[config.mk]
export PLATFORM = sky130hd
export DESIGN_NAME = vga_rx
export DESIGN_NICKNAME = d
export VERILOG_FILES = /design/src/rtl/vga_rx.sv
export SDC_FILE = /design/constraint.sdc
export NUM_CORES = 1
export LEC_CHECK = 0
export CAP_MARGIN = 10
export CORE_MARGIN = 5
export CORE_UTILIZATION = 35
export DETAILED_ROUTE_END_ITERATION = 10
export SYNTH_ARGS = -nofsm -noshare
export SYNTH_HDL_FRONTEND = slang
export SYNTH_SLANG_ARGS = --single-unit
export TNS_END_PERCENT = 1
[constraint.sdc]
create_clock -name i_clk -period 4.99 [get_ports i_clk]
set_input_delay 0.998 -clock i_clk [delete_from_list [all_inputs] [get_ports i_clk]]
set_output_delay 0.998 -clock i_clk [all_outputs]
set_load 0.01 [all_outputs]
[src/rtl/vga_rx.sv]
// -----------------------------------------------------------------------------
// vga_rx
// Captures a VGA-style pixel stream into frame-memory write transactions and
// measures the incoming active-video geometry.
//
// Ports
//   i_clk            pixel clock, all logic on the rising edge
//   i_rst_n          asynchronous active-low reset
//   i_vga_hsync      active-low horizontal sync (registered, not needed for
//                    capture: line boundaries come from blank_n falling)
//   i_vga_vsync      active-low vertical sync, falling edge starts a frame
//   i_vga_blank_n    high while the pixel is active video
//   i_vga_r/g/b      8-bit colour components
//   o_wr_en          frame-memory write strobe
//   o_wr_h_addr      write column
//   o_wr_v_addr      write row
//   o_wr_data        {r,g,b}, r in [23:16]
//   o_frame_done     one-cycle pulse when a captured frame ends
//   o_h_active       width measured on the last completed frame
//   o_v_active       height measured on the last completed frame
//   o_locked         geometry has been stable for consecutive frames
//   o_err            sticky overflow / line-width mismatch flag
// -----------------------------------------------------------------------------
module vga_rx #(
  parameter int H_MAX = 640,
  parameter int V_MAX = 480
) (
  input  logic        i_clk,
  input  logic        i_rst_n,
  input  logic        i_vga_hsync,
  input  logic        i_vga_vsync,
  input  logic        i_vga_blank_n,
  input  logic [7:0]  i_vga_r,
  input  logic [7:0]  i_vga_g,
  input  logic [7:0]  i_vga_b,
  output logic        o_wr_en,
  output logic [9:0]  o_wr_h_addr,
  output logic [8:0]  o_wr_v_addr,
  output logic [23:0] o_wr_data,
  output logic        o_frame_done,
  output logic [9:0]  o_h_active,
  output logic [9:0]  o_v_active,
  output logic        o_locked,
  output logic        o_err
);

  localparam logic [9:0] H_LIM = 10'(H_MAX);
  localparam logic [9:0] V_LIM = 10'(V_MAX);

  typedef enum logic {
    IDLE    = 1'b0,
    CAPTURE = 1'b1
  } state_t;

  // Counter increment that sticks at its limit instead of wrapping.
  function automatic logic [9:0] sat_inc(input logic [9:0] cnt,
                                         input logic [9:0] lim);
    logic [9:0] res;
    if (cnt >= lim) res = lim;
    else            res = cnt + 10'd1;
    return res;
  endfunction

  // Saturating 2-bit frame-match counter, tops out at 2.
  function automatic logic [1:0] sat_match(input logic [1:0] cnt);
    logic [1:0] res;
    if (cnt >= 2'd2) res = 2'd2;
    else             res = cnt + 2'd1;
    return res;
  endfunction

  // ---------------------------------------------------------------------------
  // Stage p1: every input registered once
  // ---------------------------------------------------------------------------
  logic        unused_hsync_p1;
  logic        vsync_p1;
  logic        vld_p1;
  logic [23:0] rgb_p1;

  always_ff @(posedge i_clk or negedge i_rst_n) begin
    if (!i_rst_n) begin
      unused_hsync_p1 <= 1'b0;
      vsync_p1        <= 1'b0;
      vld_p1          <= 1'b0;
      rgb_p1          <= 24'd0;
    end else begin
      unused_hsync_p1 <= i_vga_hsync;
      vsync_p1        <= i_vga_vsync;
      vld_p1          <= i_vga_blank_n;
      rgb_p1          <= {i_vga_r, i_vga_g, i_vga_b};
    end
  end

  // ---------------------------------------------------------------------------
  // Stage p2: delayed copy used only for edge detection against p1
  // ---------------------------------------------------------------------------
  logic vsync_p2;
  logic vld_p2;

  always_ff @(posedge i_clk or negedge i_rst_n) begin
    if (!i_rst_n) begin
      vsync_p2 <= 1'b0;
      vld_p2   <= 1'b0;
    end else begin
      vsync_p2 <= vsync_p1;
      vld_p2   <= vld_p1;
    end
  end

  logic vs_start;
  logic eol;

  assign vs_start = vsync_p2 & ~vsync_p1;
  assign eol      = vld_p2 & ~vld_p1;

  // ---------------------------------------------------------------------------
  // Capture control and output stage
  // ---------------------------------------------------------------------------
  state_t      state_q, state_d;
  logic [9:0]  h_cnt_q, h_cnt_d;
  logic [9:0]  v_cnt_q, v_cnt_d;
  logic [9:0]  cur_w_q, cur_w_d;
  logic [1:0]  match_q, match_d;

  logic        wr_en_d;
  logic [9:0]  wr_h_d;
  logic [8:0]  wr_v_d;
  logic [23:0] wr_data_d;
  logic        frame_done_d;
  logic [9:0]  h_act_d;
  logic [9:0]  v_act_d;
  logic        locked_d;
  logic        err_d;

  // Line-level results, applied before any frame-level update so that a
  // vsync landing on the same cycle as an end of line sees the finished line.
  logic [9:0]  v_line;
  logic [9:0]  w_line;
  logic [1:0]  match_line;

  always_ff @(posedge i_clk or negedge i_rst_n) begin
    if (!i_rst_n) state_q <= IDLE;
    else          state_q <= state_d;
  end

  always_comb begin
    state_d      = state_q;
    h_cnt_d      = h_cnt_q;
    v_cnt_d      = v_cnt_q;
    cur_w_d      = cur_w_q;
    match_d      = match_q;
    wr_en_d      = 1'b0;
    wr_h_d       = o_wr_h_addr;
    wr_v_d       = o_wr_v_addr;
    wr_data_d    = o_wr_data;
    frame_done_d = 1'b0;
    h_act_d      = o_h_active;
    v_act_d      = o_v_active;
    err_d        = o_err;
    v_line       = v_cnt_q;
    w_line       = cur_w_q;
    match_line   = match_q;

    case (state_q)
      IDLE: begin
        h_cnt_d = 10'd0;
        v_cnt_d = 10'd0;
        // The vsync that opens the first frame has no finished frame behind
        // it, so nothing is reported here.
        if (vs_start) state_d = CAPTURE;
      end

      CAPTURE: begin
        if (vld_p1) begin
          if ((h_cnt_q < H_LIM) && (v_cnt_q < V_LIM)) begin
            wr_en_d   = 1'b1;
            wr_h_d    = h_cnt_q;
            wr_v_d    = v_cnt_q[8:0];
            wr_data_d = rgb_p1;
          end else begin
            err_d = 1'b1;
          end
          h_cnt_d = sat_inc(h_cnt_q, H_LIM);
        end

        if (eol) begin
          h_cnt_d = 10'd0;
          v_line  = sat_inc(v_cnt_q, V_LIM);
          // First line of the frame defines the reference width.
          if (v_cnt_q == 10'd0) begin
            w_line = h_cnt_q;
          end else if (h_cnt_q != cur_w_q) begin
            err_d      = 1'b1;
            match_line = 2'd0;
          end
        end

        v_cnt_d = v_line;
        cur_w_d = w_line;
        match_d = match_line;

        if (vs_start) begin
          v_cnt_d      = 10'd0;
          frame_done_d = 1'b1;
          h_act_d      = w_line;
          v_act_d      = v_line;
          if ((w_line == o_h_active) && (v_line == o_v_active) &&
              (w_line != 10'd0) && (v_line != 10'd0)) begin
            match_d = sat_match(match_line);
          end else begin
            match_d = 2'd0;
          end
        end
      end

      default: state_d = IDLE;
    endcase

    locked_d = (match_d == 2'd2);
  end

  always_ff @(posedge i_clk or negedge i_rst_n) begin
    if (!i_rst_n) begin
      h_cnt_q      <= 10'd0;
      v_cnt_q      <= 10'd0;
      cur_w_q      <= 10'd0;
      match_q      <= 2'd0;
      o_wr_en      <= 1'b0;
      o_wr_h_addr  <= 10'd0;
      o_wr_v_addr  <= 9'd0;
      o_wr_data    <= 24'd0;
      o_frame_done <= 1'b0;
      o_h_active   <= 10'd0;
      o_v_active   <= 10'd0;
      o_locked     <= 1'b0;
      o_err        <= 1'b0;
    end else begin
      h_cnt_q      <= h_cnt_d;
      v_cnt_q      <= v_cnt_d;
      cur_w_q      <= cur_w_d;
      match_q      <= match_d;
      o_wr_en      <= wr_en_d;
      o_wr_h_addr  <= wr_h_d;
      o_wr_v_addr  <= wr_v_d;
      o_wr_data    <= wr_data_d;
      o_frame_done <= frame_done_d;
      o_h_active   <= h_act_d;
      o_v_active   <= v_act_d;
      o_locked     <= locked_d;
      o_err        <= err_d;
    end
  end

endmodule
==> metrics.txt <==
number of H-tree levels 4; post-detail-place hpwl 10,400 um; Die X 140 um; slew of the pin with the lowest slew margin 0.936 ns; Filler cells 1,533; unrepaired setup endpoints after global routing no; routed wire length per instance 16.1 um; Crit. End Element flop; PostCTS Resize Cnt 0; Mean Syn Cell Area 9.54 um2; CTS tree yes; row cnt 47; CP arrival 4.34 ns; xor/xnor share of the synthesized area 0.0447; adder-cell share of the synthesized area 0.00852; min Tclk post-route 4.01 ns; Max-Slew Margin vs Limit 0.371; P_leak 3.52 nW; final hold violation count 0; mux cell area share after synthesis 0.0360; met3 Use GR 0.0463; WS Path Type reg -> reg; GR Util met1 0.215; Overflow after GRT 0; antenna violations before repair 0; root buf cell clkbuf_16; Area contributors post-synth dfrtp_1 55%, nand2_1 11%, o21ai_0 4.2%; layout cell share with drive strength beyond 1 0.0858; Fin Hold WS 0.400 ns; fin. max-slew vios 0; global-route wire length before repair 25,100 um; fin crit share 0.804; post-route cell area 0.00766 mm2; met2 usage 0.245; simple-gate area share of the yosys netlist 0.221; 1st-pass router iterations 5; Iter 0 DRT Violations 366; Skew-Pair Late Insertion Delay 0.41 ns; DR DRC count 0; Yosys top cell by area dfrtp_1; # Max-Cap Violations 0; leading register cell type out of synthesis dfrtp_1; Pwr Density 383 mW/mm2; synthesized flop and latch total 128; largest family of logic cells by synthesized area simple AND/OR/NAND/NOR gates; vias in the first global route 4,872; post-placement worst setup slack 1.02 ns; total power 2.93 mW; fmax 249 MHz; Post-DRT Antenna Nets 0; total track usage 0.160; core area 0.0165 mm2; Die Footprint 0.0195 mm2; synth warn 0; Placed Instance Area 0.00698 mm2; pin count of the biggest net entering global routing 68; vias per cell 5.06; Post-synth EDFFs 0; clock skew 0.00517 ns; area occupied by multi-input gates 0.00245 mm2; gr busiest metal met2; VDD IR max 222 uV; Area Overhead vs Synth 30.3%; Antenna diodes 0; Die Ht 140 um; Storage cell area 0.00320 mm2; starting density of the core 0.355; Yosys cell types 58; final net count 731; synthesized cell area 0.00587 mm2; Synth top area share 0.545; crit start category flop; total negative slack 0 ns; IO Pins 96; WP data required 5.32 ns; Port-buffer cells 94; outcome finished clean; cts bufs inserted 17; clock tree buffer depth 2; Compound-Gate Fraction of Synth Area 0.105; vias post-DR 4,715; Mapped Nets 649; clock-pin transition on the worst setup and hold timing paths 0.06 ns; Seq/Total Area, Yosys 0.545; Syn Inst Count 616; Post-CTS Setup Bufs 0; worst min path class reg -> reg; routed wire length 15,000 um; Crit Path Max Fanout 8; Post-CTS Hold Buffers 0; worst setup margin 0.976 ns; clock sinks 128; global placer's final weighted congestion 0.902; asr flop ratio synth 1.00; final setup vio count 0
## area by class of cell
class / count / share of cell area
Sequential cell: 128 / 0.418
Multi-Input combinational cell: 434 / 0.320
Timing Repair Buffer: 103 / 0.134
Clock buffer: 19 / 0.0579
Tap cell: 220 / 0.0360
Clock inverter: 13 / 0.0273
Inverter: 14 / 0.00686
## layout by cell type (no fill, tap or decap), types with 7 or more instances in the layout
master / instances
nand2_1: 167
dfrtp_1: 128
clkdlybuf4s50_1: 93
o21ai_0: 49
nor2_1: 28
xor2_1: 23
clkbuf_16: 17
nand3_1: 15
inv_1: 14
nor4_1: 11
mux2i_1: 11
a21oi_1: 10
mux2_2: 9
buf_4: 9
nand2b_1: 7
xnor2_1: 7
## kinds of logic after synthesis
kind of cell    count (synthesis)
flops                         128
mux                            20
simple gates                  282
fa+ha+maj                       4
buf+inv                        54
compound gates                 98
xor+xnor                       30
## worst paths after layout
kind                             from        endpoint  slack (ns)  cells past startpoint
hold / removal               vsync_p1        vsync_p2        0.40                      0
setup / recovery           v_cnt_q[0]      match_q[1]        0.98                     10
hold reg to reg              vsync_p1        vsync_p2        0.40                      0
max in group asynchronous     i_rst_n  o_wr_h_addr[9]        3.32                      2
setup reg to reg           v_cnt_q[0]      match_q[1]        0.98                     10
min in group asynchronous     i_rst_n   o_wr_data[23]        0.68                      1
## stage by stage
step / util / std cells
global route: 0.463 / 931
finish: 0.463 / 931
global placement: 0.422 / 898
detailed placement: 0.422 / 898
floorplan: - / 616
CTS: 0.462 / 930
## power by group
group          internal [mW]  switching, mW
registers               1.11         0.0829
logic                  0.195          0.187
clock network          0.901          0.454
## critical path, cell delays in order, from the launching register on
cell and delay (ns):
dfrtp_1 0.46, inv_1 0.16, ha_1 0.20, or3b_2 0.49, nor4_2 0.72, mux2i_1 0.32
o22ai_1 0.15, or4b_1 0.50, or4_4 0.57, a211o_1 0.30, o211ai_2 0.06
## layer usage
metal,up-vias,share of wire
met5,-,0
met4,0,0.023
met3,27,0.069
met2,159,0.45
met1,2278,0.46
li1,2251,-
## state kept, by name (all words and copies together), names as in the netlist, 2 cells and up
| signal | cells |
|---|---|
| cur_w_q | 10 |
| h_cnt_q | 10 |
| match_q | 2 |
| o_h_active | 10 |
| o_v_active | 10 |
| o_wr_data | 24 |
| o_wr_h_addr | 10 |
| o_wr_v_addr | 9 |
| rgb_p1 | 24 |
| v_cnt_q | 10 |
## Yosys cell counts (2+ instances only)
cell type / number
a31oi_1: 4
nor2_1: 28
inv_1: 14
a211oi_1: 2
buf_6: 4
or2b_1: 2
xor2_1: 23
a211o_1: 3
and2_1: 6
a221oi_1: 2
xnor2_1: 7
or3_1: 6
nand4b_1: 2
and3_1: 6
nor3_1: 4
a41oi_1: 2
o211ai_1: 2
nor4_1: 12
o21ai_0: 49
dfrtp_1: 128
o21a_1: 2
buf_1: 2
a22oi_1: 2
o22ai_1: 3
nand3_1: 15
nand4_1: 6
nand2b_1: 7
or4_4: 2
mux2i_1: 11
mux2_2: 9
ha_1: 4
or4_1: 2
o31ai_1: 3
a21boi_0: 3
a21oi_1: 10
clkbuf_1: 34
nand2_1: 168
nor2b_1: 6
nand3b_1: 2
(Power assumes the default switching activity.)
